===== config.mk =====
export PLATFORM = sky130hd
export DESIGN_NAME = softmax_argmax_flat
export DESIGN_NICKNAME = d
export VERILOG_FILES = /design/src/rtl/softmax_argmax_if.sv /design/src/rtl/softmax_argmax.sv /design/src/flat_wrapper.sv
export SDC_FILE = /design/constraint.sdc
export NUM_CORES = 1
export LEC_CHECK = 0
export BUFFER_PORTS_ARGS = -buffer_cell sky130_fd_sc_hd__buf_4
export CAP_MARGIN = 20
export CORE_MARGIN = 8
export CORE_UTILIZATION = 44
export CTS_CLUSTER_SIZE = 20
export DETAILED_ROUTE_END_ITERATION = 7
export PLACE_DENSITY = 0.65
export SETUP_SLACK_MARGIN = 0.3
export SYNTH_ARGS = -nofsm -noshare
export SYNTH_HDL_FRONTEND = slang
export SYNTH_SLANG_ARGS = --single-unit

===== constraint.sdc =====
create_clock -name clk -period 9.18 [get_ports clk]
set_clock_uncertainty 0.05 [all_clocks]
set_input_delay 0.459 -clock clk [delete_from_list [all_inputs] [get_ports clk]]
set_output_delay 0.459 -clock clk [all_outputs]
set_load 0.02 [all_outputs]

===== src/rtl/softmax_argmax_if.sv =====
// rtl/softmax_argmax_if.sv - probability-vector in / winning-class out handshake bundle
interface softmax_argmax_if;
  logic        valid_in;
  logic [31:0] class0;
  logic [31:0] class1;
  logic [31:0] class2;
  logic [31:0] class3;
  logic [31:0] class4;
  logic [31:0] class5;
  logic [31:0] class6;
  logic        ready;
  logic        valid_out;
  logic [2:0]  class_idx;
  logic [31:0] max_val;
  logic        nan_flag;

  modport master (
    output valid_in, class0, class1, class2, class3, class4, class5, class6,
    input  ready, valid_out, class_idx, max_val, nan_flag
  );

  modport slave (
    input  valid_in, class0, class1, class2, class3, class4, class5, class6,
    output ready, valid_out, class_idx, max_val, nan_flag
  );
endinterface


===== src/rtl/softmax_argmax.sv =====
// rtl/softmax_argmax.sv - sequential float32 argmax over seven softmax class probabilities
module softmax_argmax (
  input  logic             clk,
  input  logic             rst,
  softmax_argmax_if.slave  bus
);

  typedef enum logic [1:0] {IDLE, SCAN, DONE} state_t;

  state_t      state_q, state_d;
  logic [31:0] cap_q [7];
  logic [31:0] cap_d [7];
  logic [31:0] best_q, best_d;
  logic [2:0]  best_idx_q, best_idx_d;
  logic [2:0]  idx_q, idx_d;
  logic        nan_cap_q, nan_cap_d;
  logic        ready_q, ready_d;
  logic        valid_out_q, valid_out_d;
  logic [2:0]  class_idx_q, class_idx_d;
  logic [31:0] max_val_q, max_val_d;
  logic        nan_flag_q, nan_flag_d;

  logic [31:0] class_in [7];
  logic [31:0] cand;
  logic        take_cand;

  function automatic logic is_nan(input logic [31:0] v);
    return (v[30:23] == 8'hFF) && (v[22:0] != 23'd0);
  endfunction

  // Sign-magnitude ordering: +0 and -0 tie, negative magnitudes order inversely.
  function automatic logic fp_gt(input logic [31:0] a, input logic [31:0] b);
    logic gt;
    if (a[31] != b[31]) begin
      gt = !a[31] && !((a[30:0] == 31'd0) && (b[30:0] == 31'd0));
    end else if (!a[31]) begin
      gt = a[30:0] > b[30:0];
    end else begin
      gt = a[30:0] < b[30:0];
    end
    return gt;
  endfunction

  // Gather the interface inputs into an indexable array for capture.
  always_comb begin
    class_in[0] = bus.class0;
    class_in[1] = bus.class1;
    class_in[2] = bus.class2;
    class_in[3] = bus.class3;
    class_in[4] = bus.class4;
    class_in[5] = bus.class5;
    class_in[6] = bus.class6;
  end

  // Select the captured candidate under examination and decide whether it beats best.
  always_comb begin
    case (idx_q)
      3'd1:    cand = cap_q[1];
      3'd2:    cand = cap_q[2];
      3'd3:    cand = cap_q[3];
      3'd4:    cand = cap_q[4];
      3'd5:    cand = cap_q[5];
      3'd6:    cand = cap_q[6];
      default: cand = cap_q[0];
    endcase
    if (is_nan(cand)) begin
      take_cand = 1'b0;
    end else if (is_nan(best_q)) begin
      take_cand = 1'b1;
    end else begin
      take_cand = fp_gt(cand, best_q);
    end
  end

  // Next-state logic: capture in IDLE, one candidate per SCAN edge, publish in DONE.
  always_comb begin
    state_d     = state_q;
    cap_d       = cap_q;
    best_d      = best_q;
    best_idx_d  = best_idx_q;
    idx_d       = idx_q;
    nan_cap_d   = nan_cap_q;
    ready_d     = ready_q;
    valid_out_d = 1'b0;
    class_idx_d = class_idx_q;
    max_val_d   = max_val_q;
    nan_flag_d  = nan_flag_q;
    case (state_q)
      IDLE: begin
        if (bus.valid_in) begin
          nan_cap_d = 1'b0;
          for (int i = 0; i < 7; i++) begin
            cap_d[i]  = class_in[i];
            nan_cap_d = nan_cap_d | is_nan(class_in[i]);
          end
          best_d     = class_in[0];
          best_idx_d = 3'd0;
          idx_d      = 3'd1;
          ready_d    = 1'b0;
          state_d    = SCAN;
        end
      end
      SCAN: begin
        if (take_cand) begin
          best_d     = cand;
          best_idx_d = idx_q;
        end
        idx_d = idx_q + 3'd1;
        if (idx_q == 3'd6) begin
          state_d = DONE;
        end
      end
      DONE: begin
        class_idx_d = best_idx_q;
        max_val_d   = best_q;
        nan_flag_d  = nan_cap_q;
        valid_out_d = 1'b1;
        ready_d     = 1'b1;
        state_d     = IDLE;
      end
      default: begin
        ready_d = 1'b1;
        state_d = IDLE;
      end
    endcase
  end

  // State and output registers; reset aborts any scan in progress.
  always_ff @(posedge clk or negedge rst) begin
    if (!rst) begin
      state_q     <= IDLE;
      for (int i = 0; i < 7; i++) begin
        cap_q[i] <= 32'd0;
      end
      best_q      <= 32'd0;
      best_idx_q  <= 3'd0;
      idx_q       <= 3'd0;
      nan_cap_q   <= 1'b0;
      ready_q     <= 1'b1;
      valid_out_q <= 1'b0;
      class_idx_q <= 3'd0;
      max_val_q   <= 32'd0;
      nan_flag_q  <= 1'b0;
    end else begin
      state_q     <= state_d;
      for (int i = 0; i < 7; i++) begin
        cap_q[i] <= cap_d[i];
      end
      best_q      <= best_d;
      best_idx_q  <= best_idx_d;
      idx_q       <= idx_d;
      nan_cap_q   <= nan_cap_d;
      ready_q     <= ready_d;
      valid_out_q <= valid_out_d;
      class_idx_q <= class_idx_d;
      max_val_q   <= max_val_d;
      nan_flag_q  <= nan_flag_d;
    end
  end

  assign bus.ready     = ready_q;
  assign bus.valid_out = valid_out_q;
  assign bus.class_idx = class_idx_q;
  assign bus.max_val   = max_val_q;
  assign bus.nan_flag  = nan_flag_q;

endmodule


===== src/flat_wrapper.sv =====
// flat-port wrapper written by rule: the top's interface ports become plain ports
module softmax_argmax_flat 
  (clk, rst, bus_valid_in, bus_class0, bus_class1, bus_class2, bus_class3, bus_class4, bus_class5, bus_class6, bus_ready, bus_valid_out, bus_class_idx, bus_max_val, bus_nan_flag);
  softmax_argmax_if bus_i ();
  input  logic clk;
  input  logic rst;
  input wire logic [$bits(bus_i.valid_in)-1:0] bus_valid_in;
  input wire logic [$bits(bus_i.class0)-1:0] bus_class0;
  input wire logic [$bits(bus_i.class1)-1:0] bus_class1;
  input wire logic [$bits(bus_i.class2)-1:0] bus_class2;
  input wire logic [$bits(bus_i.class3)-1:0] bus_class3;
  input wire logic [$bits(bus_i.class4)-1:0] bus_class4;
  input wire logic [$bits(bus_i.class5)-1:0] bus_class5;
  input wire logic [$bits(bus_i.class6)-1:0] bus_class6;
  output wire logic [$bits(bus_i.ready)-1:0] bus_ready;
  output wire logic [$bits(bus_i.valid_out)-1:0] bus_valid_out;
  output wire logic [$bits(bus_i.class_idx)-1:0] bus_class_idx;
  output wire logic [$bits(bus_i.max_val)-1:0] bus_max_val;
  output wire logic [$bits(bus_i.nan_flag)-1:0] bus_nan_flag;
  assign bus_i.valid_in = bus_valid_in;
  assign bus_i.class0 = bus_class0;
  assign bus_i.class1 = bus_class1;
  assign bus_i.class2 = bus_class2;
  assign bus_i.class3 = bus_class3;
  assign bus_i.class4 = bus_class4;
  assign bus_i.class5 = bus_class5;
  assign bus_i.class6 = bus_class6;
  assign bus_ready = bus_i.ready;
  assign bus_valid_out = bus_i.valid_out;
  assign bus_class_idx = bus_i.class_idx;
  assign bus_max_val = bus_i.max_val;
  assign bus_nan_flag = bus_i.nan_flag;
  softmax_argmax u_core (.clk(clk), .rst(rst), .bus(bus_i));
endmodule

# --- Word level (Yosys, flattened, before mapping) ---
# Cells that the tools add are included.
word_totals:
  regBits: 303
  elab_cells: 98
op_classes:
  n_lt_le_gt_ge: 2
  n_bitwise: 7
  muxes: 19
  n_reduce_logical: 31
  n_addsub: 1
  n_eq_ne: 21
ops:
  columns: ["op", "n"]
  rows:
  - ["23-bit nonzero test", 9]
  - ["32-bit one-hot mux with 6 select lines", 1]
  - ["8-bit == test (second input constant)", 9]
  - ["32-bit 2-to-1 mux", 2]
  - ["32-bit one-hot mux with 2 select lines", 1]
  - ["31-bit logical NOT", 2]
  - ["31-bit greater-than comparator", 1]
  - ["31-bit less-than comparator", 1]
  - ["3-bit one-hot mux with 2 select lines", 2]
  - ["1-bit logical AND", 11]
  - ["3-bit == test (second input constant)", 3]
  - ["3-bit 2-to-1 mux", 3]
  - ["2-bit AND reduction", 4]
  - ["3-bit by 2-bit == test with 1-bit output (second input constant)", 2]
  - ["1-bit 2-to-1 mux", 6]
  - ["1-bit bitwise OR", 6]
  - ["2-bit 2-to-1 mux", 2]
  - ["2-bit by 1-bit inequality test with 1-bit output (second input constant)", 2]
  - ["2-bit one-hot mux with 2 select lines", 1]
  - ["3-bit by 1-bit adder with 3-bit output (second input constant)", 1]
  - ["3-bit by 1-bit == test with 1-bit output (second input constant)", 1]
  - ["3-bit AND reduction", 1]
  - ["2-bit by 1-bit == test with 1-bit output (second input constant)", 1]
  - ["2-bit == test (second input constant)", 1]
  - ["7 further kinds", 8]

# --- Longest topological paths before layout ---
# Gate-level depths: netlist of the first run.
logic_depth:
  word_depth: 11
  depth_mapped: 21
  ltp_nobuf: 15

# --- Worst setup path before layout of the first run ---
# Ideal clock, no wire load.
synth_timing:
  kind: "register to register"
  start: "register u_core.idx_q[2]"
  end: "register u_core.best_q[21]"
  setup_ns: 0.126
  path_stages_with_launch: 21
  setup_slack_ns: 4.845
  t_required_ns: 9.004
  path_buffers: 6
  t_arrival_ns: 4.159
  cell_sequence: "dfrtp_1 buf_6 buf_4 inv_1 ha_1 a2111o_1 buf_2 buf_6 buf_2 nor2_1 a31oi_1 ha_1 nand4_1 nor4_1 nand2_1 a2111oi_0 a211oi_1 o21a_1 o21a_2 buf_4 a221o_1"
synth_between:
  elab_chain_len: 11
  word_cells_on_any_way: 26
synth_lines:
  columns: ["item", "line", "text"]
  rows:
  - ["start: declaration", "softmax_argmax.sv:15", "logic [2:0] idx_q, idx_d;"]
  - ["start signal: assignment", "softmax_argmax.sv:151", "idx_q <= idx_d;"]
  - ["3-bit == test (tied with other cells)", "softmax_argmax.sv:57", "case (idx_q)"]
  - ["32-bit one-hot mux with 6 select lines (*)", "softmax_argmax.sv:57", null]
  - ["branches (longest 9 deep; another with 31-bit greater-than comparator)", null, null]
  - ["end signal: assignment", "softmax_argmax.sv:149", "best_q <= best_d;"]
  - ["end: declaration", "softmax_argmax.sv:13", "logic [31:0] best_q, best_d;"]
# Every way passes the cells marked *. The select of a mux whose other input is x is not followed.
# A chain may end at the register's enable or synchronous reset.

# --- Worst setup path after layout of the first run ---
layout_timing:
  start: "register u_core.idx_q[1]"
  end: "register u_core.best_q[31]"
# Same word-level chain as after synthesis.

==> results of run 1 <==
[layout make-up]
type / instances / area, um^2 / area share, %
Sequential cell: 303 / 7580 / 41.6
Multi-Input combinational cell: 1261 / 6690 / 36.8
Timing Repair Buffer: 281 / 2160 / 11.9
Clock buffer: 50 / 982 / 5.39
Tap cell: 448 / 561 / 3.08
Inverter: 37 / 139 / 0.763
Clock inverter: 12 / 91.3 / 0.502
[flip-flops by register name, indices dropped and copies added, names as in the netlist, 2 cells and up]
signal and cells:
u_core.best_idx_q 3, u_core.best_q 32, u_core.bus.class_idx 3, u_core.bus.max_val 32, u_core.cap_q 224, u_core.idx_q 3
u_core.state_q 2
[worst register-to-register path, stage by stage, from the launching register on]
cell and delay [ns]:
dfrtp_1 0.43, inv_1 0.10, ha_1 0.48, buf_4 0.43, a2111o_2 0.84, a31oi_1 0.38, ha_1 0.42, nand4_1 0.16
nor4_1 0.55, nand2_1 0.16, a21o_1 0.20, a211oi_1 0.25, o21a_1 0.28, buf_16 0.21, o21a_2 0.57, mux2_1 0.39
[cell families after synthesis]
logic type                 after synthesis  share of synthesized area, %
AOI/OAI and AO/OA                      210                          10.6
adders and majority gates               36                          3.03
buffers and inverters                  141                          4.05
DFF                                    303                          51.0
muxes                                   71                          5.16
and+or+nand+nor                        944                          26.1
[final timing paths]
path | from | endpoint | slack [ns] | cells after the start
min reg2reg | u_core.cap_q[178] | u_core.cap_q[178] | 0.42 | 2
max | u_core.idx_q[1] | u_core.best_q[31] | 3.17 | 15
max reg2reg | u_core.idx_q[1] | u_core.best_q[31] | 3.17 | 15
max in group asynchronous | rst | u_core.cap_q[84] | 6.42 | 4
min | bus_class5[31] | u_core.cap_q[63] | 0.08 | 3
min in group asynchronous | rst | u_core.bus.class_idx[2] | 0.52 | 2
[cell usage after synthesis, drive strengths merged (2+ instances only)]
cell type and instances:
nand2 750, dfrtp 302, clkbuf 69, o21ai 50, nor4 49, nor2 47
nor3 42, mux2 39, inv 37, ha 36, a221o 35, buf 35
nand4 34, mux2i 32, a31oi 30, a222oi 25, a22o 22, a21oi 14
a22oi 8, a21o 7, nor2b 5, a211oi 3, a221oi 3, and2 3
and3 3, nand3 3, a21boi 2, a31o 2, nand2b 2, o21a 2
or4 2
[power breakdown]
group	switching (mW)	internal, mW
Sequential	0.443	1.96
Clock	0.566	0.750
Combinational	2.17	1.42
Total	3.18	4.13
[metrics by stage]
step,instance area [um^2],util [%]
6_report,18200,54.6
5_1_grt,18200,54.6
4_1_cts,18200,54.4
3_5_place_dp,17100,51.2
3_3_place_gp,17100,51.2
2_1_floorplan,14900,-
[metal layers]
metal	GRT usage [%]	wire length [um]	part of all wire, %
met5	0	0	0
met4	8.26	1700	3.3
met3	6.42	5190	10
met2	36.4	21900	42
met1	37.5	23000	44
==> results.md, run 1 <==
- The largest fanout of any net on the critical path is 64.
- Setup repair after global routing left no endpoint under its margin.
- The critical path arrival is ~6.4 ns.
- For the finished layout, the period the worst path requires is 6.01 ns.
- Entering global routing, the biggest net connects between 100 and 150 pins.
- The number of remaining DRC errors is 28.
- The non-filler instance count after layout is roughly 2400.
- The most instantiated flip-flop cell in the synthesis netlist is dfrtp_1.
- The top achievable clock speed is 166 MHz.
- The type of the worst setup path is register to register.
- The number of levels the H-tree was split into is 2.
- The family with the most delay on the worst path is compound AO/OA/AOI/OAI gates.
- The detailed router finished its first iteration with 1527 violations.
- In the global route stage, overall resource usage came out at 25.5%.
- The highest cell delay on the worst timing path is 0.84 ns.
- The final count of hold timing violations was 0.
- The final weighted congestion of routability-driven global placement is 0.933.
- The leading area contributor after synthesis is dfrtp_1.
- For this run, the post-layout net count is 2182.
- Power spread over the standard cell area amounts to 401 nW/um^2.
- The first global-routing pass estimated 78700 um of wire.
- At the worst endpoint, the required time is approximately 9.5 ns.
- For this run the aggregate overflow at the end of global routing stands at 0.
- The overall routed net length is 51800 um.
- The clock tree from TritonCTS is yes.
- Max-cap violations in this run came to 0.
- The run finished, with violations left.
- From left edge to right edge, the die measures 200 um.
- The proportion of synthesized chip area in sequential cells is 51.0%.
- The number of cell rows is 67.
- In the layout the commonest cells are 749 x nand2_1, 301 x dfrtp_1, 277 x buf_4.
- The CTS clock-pin slew for the worst setup and hold paths is approximately 0.060 ns.
- The detailed-route via count is roughly 13000.
- The path class of the tightest hold or removal check is input pin to register.
- The count of warnings emitted by yosys is 0.
- Counting the buffers created by CTS gives 35.
- The number of hold buffers added after CTS was 1.
- The nature of the critical path endpoint is a register.
- Fill cells in the final layout number 3183.
- Walking the worst path, the cells encountered are inv_1 -> ha_1 -> buf_4 -> a2111o_2 -> a31oi_1 -> ha_1 -> nand4_1 -> nor4_1 -> nand2_1 -> a21o_1 -> a211oi_1 -> o21a_1 -> buf_16 -> o21a_2 -> mux2_1.
- The total core area is 33400 um^2.
- The final critical-path share of the clock period is 65.5%.
- When the netlist entered floorplanning its net count stood at 1968.
- The number of antenna violations at the first check in global routing was 0.
- The number of different library cells in the post-synthesis netlist is 53.
- The buffer levels on the longest clock path is 3.
- Total power for the finished layout comes to about 7.3 mW.
- For this configuration, the core starts out at a cell density of 44.5%.
- Post-CTS timing repair inserted 0 buffers for setup.
- In this run the biggest area consumer among cell types represents 50.9% of the synthesized area.
- Setup violations remaining at the end of the flow were counted as 0.
- The worst slew margin relative to its limit is 27.1%.
- The clock latency reported for the late side of the worst-skew pair is 0.52 ns.
- After detailed routing, the average wire length per cell comes to about 22 um.
- The number of placed instances, taps included is 2327.
- In this run the static leakage power is 9.31 nW.
- Before CTS, the worst setup slack after placement is 2.82 ns.
- The via count of the first global-routing pass came to between 10000 and 15000.
- The share of layout cells above drive strength 1 is 19.1%.
- 265 I/O pins were placed.
- The number of buffer cells added on primary ports is 264.
- The max-slew violation count came to 0.
- The floorplan step set the die height to approximately 200 um.
- Ranked by total cell area, the synthesized netlist is headed by dfrtp_1 51%, nand2_1 19%, ha_1 3.0%.
- The synthesized netlist cell count is 1705.
- The final reports fail on design-rule violations.
- The die area is 39900 um^2.
- Summing every instance area after synthesis gives 14900 um^2.
- The first TritonRoute pass finished after 8 iterations.
- The cell that appears most often on the critical path is ha_1.
- The antenna diode count is 0.
- The mean instance size in the synthesized netlist is 8.71 um^2.
- The fraction of synthesis flops using an asynchronous set or reset pin is 100%.
- The maximum vdd drop is 280 uV.
- On the critical path, the stage with the largest delay is an instance of a2111o_2.
- Hold timing on the final database bottoms out at a slack of 0.0847 ns.
- The average vias per placed instance is 5.61.
- In this run, post-CTS repair resized a total of 0 instances.
- In this run, synthesis inferred 0 flip-flops with an integrated enable.
- Leaving out fill and tap cells, the most frequent cell in the layout is nand2_1.
- Clock tree synthesis found a total of 303 sinks.
- Relative to the synthesized area, the layout overhead comes to 22.6%.
- The count of nets left with antenna violations after detail routing is 0.
- STA classifies the critical path startpoint as a register.
- The root buffer cell chosen for the clock tree is clkbuf_16.
- The transition time at the pin with the least slew margin is roughly 1.1 ns.
- Counting flops and latches in the post-synthesis netlist gives 303.
- The critical path buffer and inverter count is 3.
- The HPWL after detailed placement is roughly 39000 um.
- The worst setup slack after layout is 3.17 ns.
- The accumulated negative setup slack is 0 ns.
Note: power is estimated with default switching activity, not from simulation.
==> inputs of run 2 (changes only) <==
==> constraint.sdc (replaced) <==
create_clock -name clk -period 6 [get_ports clk]
set_clock_uncertainty 0.05 [all_clocks]
set_input_delay 0.3 -clock clk [delete_from_list [all_inputs] [get_ports clk]]
set_output_delay 0.3 -clock clk [all_outputs]
set_load 0.02 [all_outputs]
==> results.md, run 2 (synthesized netlist as in run 1, its figures left out) <==
- The number of buffer cells added on primary ports is 264 (unchanged).
- The final core utilization is 61.4% (+6.8 points).
- The buffer levels on the longest clock path is 3 (unchanged).
- The worst endpoint required time is 6.34 ns (-3.18 ns).
- The multi-input combinational cell area is 6690 um^2 (unchanged).
- The clock tree from TritonCTS is yes.
- The post-detailed-placement cell area is 17100 um^2 (+0.44%).
- The starting density of the core was 44.5% (unchanged).
- The non-filler instance count after layout is 2618 (+9.4%).
- The worst setup path is captured at a register.
- The CTS sink count came to 303 (unchanged).
- The number of nets in the layout was 2404 (+10%).
- The top achievable clock speed is 196 MHz (+18%).
- Setup repair after global routing left no endpoint under its margin.
- The commonest non-fill, non-tap cell in the layout is nand2_1.
- The number of DRC markers in iteration 0 came to 1561 (+2.2%).
- The via count of the first global-routing pass is 14800 (+12%).
- The wire length of the first global-routing pass is 86100 um (+9.4%).
- The number of CTS-inserted buffers came to 34 (-2.9%).
- The number of cell rows came to 67 (unchanged).
- The detailed-route via count was 14600 (+8.5%).
- The relative area change from synthesis to final layout is 37.9%.
- The final design instance area without fill is 20500 um^2 (+12%).
- The HPWL after detailed placement is 38200 um (-1.3%).
- The critical path arrival is 5.45 ns (-0.91 ns).
- The leakage power is 10.3 nW (+10%).
- The count of boundary I/O pins is 265 (unchanged).
- The worst setup slack after layout came to 0.886 ns (-2.28 ns).
- The number of levels the H-tree was split into was 2 (unchanged).
- The clock latency reported for the late side of the worst-skew pair is 0.51 ns (about the same).
- The number of placed instances, taps included is 2332 (+0.21%).
- The total grt overflow was 0 (unchanged).
- Leaving out fill and tap cells, the most frequent cells in the layout are 749 x nand2_1, 301 x dfrtp_1, 279 x buf_4.
- The number of setup violations in the final report was 0 (unchanged).
- In this run the clock root is driven by a clkbuf_16.
- The height of the die came to 200 um (unchanged).
- The number of detailed-route iterations in the first pass is 7 (-1).
- The largest fanout of any net on the critical path came to 32 (-50%).
- The number of antenna violations at the first check in global routing came to 4 (+4).
- The average vias per placed instance is 5.56 (-0.84%).
- The run finished with clean final reports.
- The share of layout cells above drive strength 1 is 17.5% (-1.6 points).
- The minimum clock period after layout is 5.11 ns (-0.901 ns).
- The worst slew margin relative to its limit is 32.0% (+4.9 points).
- The wire length per cell is 21.4 um (-1.0%).
- The transition time at the pin with the least slew margin is 1.02 ns (-0.0640 ns).
- The overall routed net length came to 56100 um (+8.3%).
- The die area is 39900 um^2 (unchanged).
- The total core area is 33400 um^2 (unchanged).
- The total area of sequential cells is 7580 um^2 (unchanged).
- The final count of hold timing violations is 0 (unchanged).
- The count of nets left with antenna violations after detail routing is 0 (unchanged).
- The total power per unit cell area was 552 nW/um^2 (+37%).
- The pre-CTS worst setup slack is 1.09 ns (-1.73 ns).
- The path class of the tightest hold or removal check is input pin to register.
- The register ranked first by flip-flop count is u_core.cap_q.
- The max-slew violation count was 0 (unchanged).
- The total routing resource utilization after global routing is 27.8% (+2.3 points).
- The flip-flop count of the largest register, all copies and words added is 224 (unchanged).
- The accumulated negative setup slack is 0 ns (unchanged).
- The final weighted congestion of routability-driven global placement is 0.919 (-1.5%).
- STA classifies the critical path startpoint as a register.
- The worst setup path is of the register to register kind.
- The die outline width was 200 um (unchanged).
- The number of gates resized after CTS is 0 (unchanged).
- The number of remaining DRC errors is 0 (-100%).
- The largest net degree at the start of global routing is 146 (+43%).
- The final critical-path share of the clock period came to 85.2% (+20 points).
- The maximum vdd drop was 470 uV (+68%).
- The filler cell count in the final layout is 2848 (-11%).
- The number of max-cap violations is 0 (unchanged).
- The CTS clock-pin slew for the worst setup and hold paths is 0.06 ns (about the same).
[run 2: cell count changes in the layout (fill, tap and decap cells not counted)]
cell,delta
clkbuf_8,+2
diode_2,+5
bufinv_16,+1
clkinv_4,-1
dlygate4sd3_1,+219
buf_16,-2
buf_12,+4
buf_4,+2
clkbuf_1,-5
clkinvlp_4,-2
clkinv_2,+3
[run 2: critical path, stage by stage (launching register included)]
cell	delay [ns]
dfrtp_1	0.42
inv_1	0.13
ha_1	0.41
buf_4	0.44
a221o_1	0.23
o21ai_0	0.20
a31oi_1	0.41
ha_1	0.32
a21o_1	0.18
a21o_1	0.17
a211oi_1	0.43
a2111oi_0	0.20
a211oi_1	0.25
o21a_1	0.16
o21a_2	0.56
mux2_1	0.39
[run 2: stage by stage]
stage	hold WS [ns]	power [mW]
floorplan	-0.0456	7.33
global placement	0.334	8.94
detailed placement	0.343	9.05
CTS	0.00401	11.2
global route	0.0372	12.1
finish	0.0189	11.3
[run 2: per-layer routing]
metal	track usage, %	wire [um]	vias to the layer above
met2	41.3	24400	742
li1	-	-	6706
met5	0	0	-
met4	11.6	2360	0
met3	6.17	5050	136
met1	38.9	24300	6972
[run 2: layout make-up]
cell class	instances	share of cell area, %
sequential	303	37.0
multi-input combinational	1261	32.7
timing repair buffer	504	21.4
clock buffer	47	4.84
tap	448	2.74
inverter	37	0.678
clock inverter	13	0.550
antenna	5	0.0611
[run 2: power by group]
group	internal (mW)	switching [mW]
clock network	1.20	0.850
logic	2.23	3.38
registers	3.00	0.638
[run 2: final timing paths]
check	from	endpoint	slack (ns)	depth (start not counted)
max	u_core.idx_q[0]	u_core.best_q[31]	0.89	15
min	bus_class0[8]	u_core.cap_q[200]	0.02	3
max reg2reg	u_core.idx_q[0]	u_core.best_q[31]	0.89	15
min reg2reg	u_core.cap_q[162]	u_core.cap_q[162]	0.42	2
max in group asynchronous	rst	u_core.cap_q[67]	4.18	3
min in group asynchronous	rst	u_core.bus.valid_out	0.37	2
[run 2: repair_timing]
| action | in CTS | in global routing |
|---|---|---|
| hold buffers | 220 | 0 |
| endpoints found under the hold margin | 316 | 0 |
| setup buffers | 0 | 0 |
==> inputs of run 3 (changes only) <==
--- a/config.mk
+++ b/config.mk
@@ -11,7 +11,7 @@
 export CORE_UTILIZATION = 44
 export CTS_CLUSTER_SIZE = 20
 export DETAILED_ROUTE_END_ITERATION = 7
-export PLACE_DENSITY = 0.65
+export PLACE_DENSITY = 0.68
 export SETUP_SLACK_MARGIN = 0.3
 export SYNTH_ARGS = -nofsm -noshare
 export SYNTH_HDL_FRONTEND = slang
==> constraint.sdc (replaced) <==
create_clock -name clk -period 4.3 [get_ports clk]
set_clock_uncertainty 0.05 [all_clocks]
set_input_delay 0.215 -clock clk [delete_from_list [all_inputs] [get_ports clk]]
set_output_delay 0.215 -clock clk [all_outputs]
set_load 0.02 [all_outputs]
==> results.md, run 3 (synthesized netlist as in run 1, its figures left out) <==
- The minimum clock period after layout is 4.32 ns (-0.795 ns).
- Leaving out fill and tap cells, the most frequent cells in the layout are 747 x nand2_1, 305 x buf_4, 301 x dfrtp_1.
- The multi-input combinational cell area is 7180 um^2 (+7.3%).
- The transition time at the pin with the least slew margin is 0.975 ns (-0.0444 ns).
- The internal power component is 10.7 mW (+67%).
- The average vias per placed instance is 5.71 (+2.8%).
- The starting density of the core is 44.5% (unchanged).
- The number of max-cap violations is 0 (unchanged).
- The tree is rooted in a clkbuf_16.
- The largest net degree at the start of global routing came to 165 (+13%).
- The commonest non-fill, non-tap cell in the layout is nand2_1.
- The flip-flop count of the largest register, all copies and words added is 224 (unchanged).
- The nature of the critical path endpoint is a register.
- The number of DRC markers in iteration 0 came to 1732 (+11%).
- The via count of the first global-routing pass was 15300 (+3.2%).
- The die area is 39900 um^2 (unchanged).
- The worst slew margin relative to its limit was 35.0% (+3.0 points).
- The CTS clock-pin slew for the worst setup and hold paths is 0.07 ns (about the same).
- The total core area is 33400 um^2 (unchanged).
- The detailed-route via count is 15300 (+4.9%).
- The total design power is 18.5 mW (+64%).
- The clock latency reported for the late side of the worst-skew pair was 0.53 ns (+0.02 ns).
- The number of antenna violations at the first check in global routing was 3 (-1).
- The number of remaining DRC errors came to 0 (unchanged).
- The non-filler instance count after layout was 2672 (+2.1%).
- The total power per unit cell area was 853 nW/um^2 (+55%).
- The share of total power in the clock network was 16.1% (-2.1 points).
- The number of buffer cells added on primary ports is 264 (unchanged).
- The maximum vdd drop is 595 uV (+27%).
- The number of setup violations in the final report was 8 (+8).
- The critical path arrival is 4.66 ns (-0.79 ns).
- The filler cell count in the final layout is 2642 (-7.2%).
- The met3 track demand over resource in global routing is 6.25% (+0.084 points).
- The run finished, with violations left.
- TritonCTS built the clock tree.
- The final reports fail on negative setup slack.
- The switching fraction of total power is 42.1% (-1.0 points).
- The max-slew violation count is 0 (unchanged).
- The relative area change from synthesis to final layout is 46.3%.
- The number of nets in the layout was 2461 (+2.4%).
- The final core utilization is 65.2% (+3.8 points).
- The number of placed instances, taps included was 2361 (+1.2%).
- The largest fanout of any net on the critical path is 16 (-50%).
- The count of nets left with antenna violations after detail routing is 0 (unchanged).
- The overall routed net length is 57800 um (+3.1%).
- The wire length of the first global-routing pass was 87600 um (+1.7%).
- The global-route met2 utilization is 42.8% (+1.5 points).
- The register ranked first by flip-flop count is u_core.cap_q.
- The combinational cell fraction of total power is 56.4% (+6.8 points).
- Setup repair after global routing could not meet its margin everywhere.
- The wire length per cell was 21.6 um (+1.1%).
- The leakage power was 10.7 nW (+4.2%).
- The number of detailed-route iterations in the first pass is 6 (-1).
- The share of layout cells above drive strength 1 is 22.3% (+4.8 points).
- The total routing resource utilization after global routing came to 28.3% (+0.47 points).
- The final critical-path share of the clock period is 100% (+15 points).
- The share of total power in sequential cells came to 27.5% (-4.7 points).
- The HPWL after detailed placement was 38500 um (+0.85%).
- The kind of start point of the critical path is a register.
- The number of cell rows was 67 (unchanged).
- The final weighted congestion of routability-driven global placement came to 0.983 (+7.0%).
- The worst setup slack after layout is -0.0191 ns (-0.905 ns).
- The total area of sequential cells is 7580 um^2 (unchanged).
- The height of the die was 200 um (unchanged).
- The die outline width is 200 um (unchanged).
- The CTS sink count is 303 (unchanged).
- The worst endpoint required time was 4.64 ns (-1.70 ns).
- The buffer levels on the longest clock path is 3 (unchanged).
- The type of the worst setup path is register to register.
- The top achievable clock speed is 232 MHz (+18%).
- The final count of hold timing violations was 0 (unchanged).
- The total grt overflow is 0 (unchanged).
- The met1 usage is 38.7% (-0.26 points).
- The number of levels the H-tree was split into is 2 (unchanged).
- The layer flagged by global routing as most heavily used is met2.
- The net load switching power came to 7.80 mW (+60%).
- The tightest min-delay check is of the input pin to register type.
- The worst hold margin is 0.0789 ns (+0.0600 ns).
- The count of boundary I/O pins was 265 (unchanged).
- The number of CTS-inserted buffers is 35 (+2.9%).
[run 3: cell types whose count changed in the layout (fill, tap and decap cells not counted), moves of 7 or more]
cell / previous run / this run
nor2_2: 1 / 19
nor2_1: 46 / 25
buf_6: 0 / 9
buf_12: 4 / 16
a31oi_1: 30 / 5
buf_4: 279 / 305
clkinv_2: 10 / 3
ha_1: 36 / 28
a31oi_2: 0 / 17
a31oi_4: 0 / 8
[run 3: layout make-up]
cell class | count | share of cell area (%)
diodes | 4 | 0.0460
clock buffers | 51 | 4.63
clock inverters | 8 | 0.599
inverters | 37 | 0.639
multi-input cells | 1261 | 33.0
flip-flops and latches | 303 | 34.9
well taps | 448 | 2.58
repair buffers | 560 | 23.6
[run 3: power groups by stage]
stage / Sequential, mW / Clock, mW / Combinational, mW
finish: 5.09 / 2.98 / 10.5
global route: 5.22 / 3.11 / 11.2
CTS: 5.05 / 3.01 / 9.46
detailed placement: 5.06 / 0 / 8.15
global placement: 5.05 / 0 / 7.94
floorplan: 4.93 / 0 / 5.41
[run 3: through the flow]
stage               TNS, ns  instance area, um^2  setup WS [ns]
floorplan                 0                14900          0.301
global placement          0                17500          0.132
detailed placement        0                17500         0.0176
CTS                       0                21500          0.133
global route          -2.44                21700         -0.102
finish              -0.0703                21700        -0.0191
[run 3: repair_timing]
| item | in CTS | in global routing |
|---|---|---|
| pin swaps | 11 | 12 |
| hold buffers | 223 | 0 |
| gates resized for setup | 65 | 32 |
| hold endpoints to repair | 365 | 0 |
| endpoints found under the setup margin | 35 | 35 |
| gates cloned | 5 | 2 |
| setup buffers | 14 | 3 |
[run 3: worst max-delay path, cell delays in order, from the launching register on]
cell and delay (ns):
dfrtp_1 0.41, ha_2 0.21, ha_4 0.17, a2111o_2 0.56, buf_6 0.18, bufbuf_16 0.29
nor2_2 0.14, a31oi_4 0.06, ha_1 0.34, a21oi_1 0.17, o21ai_0 0.12, a211oi_1 0.26
o21ai_2 0.11, a21boi_1 0.14, o21a_2 0.25, o21a_4 0.24, buf_6 0.13, a221o_1 0.34
[run 3: final timing paths]
path	from	end	slack (ns)	cells past startpoint
worst min register to register	u_core.cap_q[167]	u_core.cap_q[167]	0.42	2
min in group asynchronous	rst	u_core.best_q[23]	0.30	2
worst max-delay path	u_core.idx_q[0]	u_core.best_q[0]	-0.02	17
max in group asynchronous	rst	u_core.cap_q[191]	2.80	3
worst min-delay path	bus_class0[0]	u_core.cap_q[192]	0.08	3
worst max register to register	u_core.idx_q[0]	u_core.best_q[0]	-0.02	17
[run 3: per-layer routing]
| metal | vias to the layer above | share of wire [%] |
|---|---|---|
| met5 | - | 0 |
| met4 | 0 | 4.5 |
| met3 | 163 | 9.5 |
| met2 | 915 | 44 |
| met1 | 7379 | 42 |
| li1 | 6813 | - |
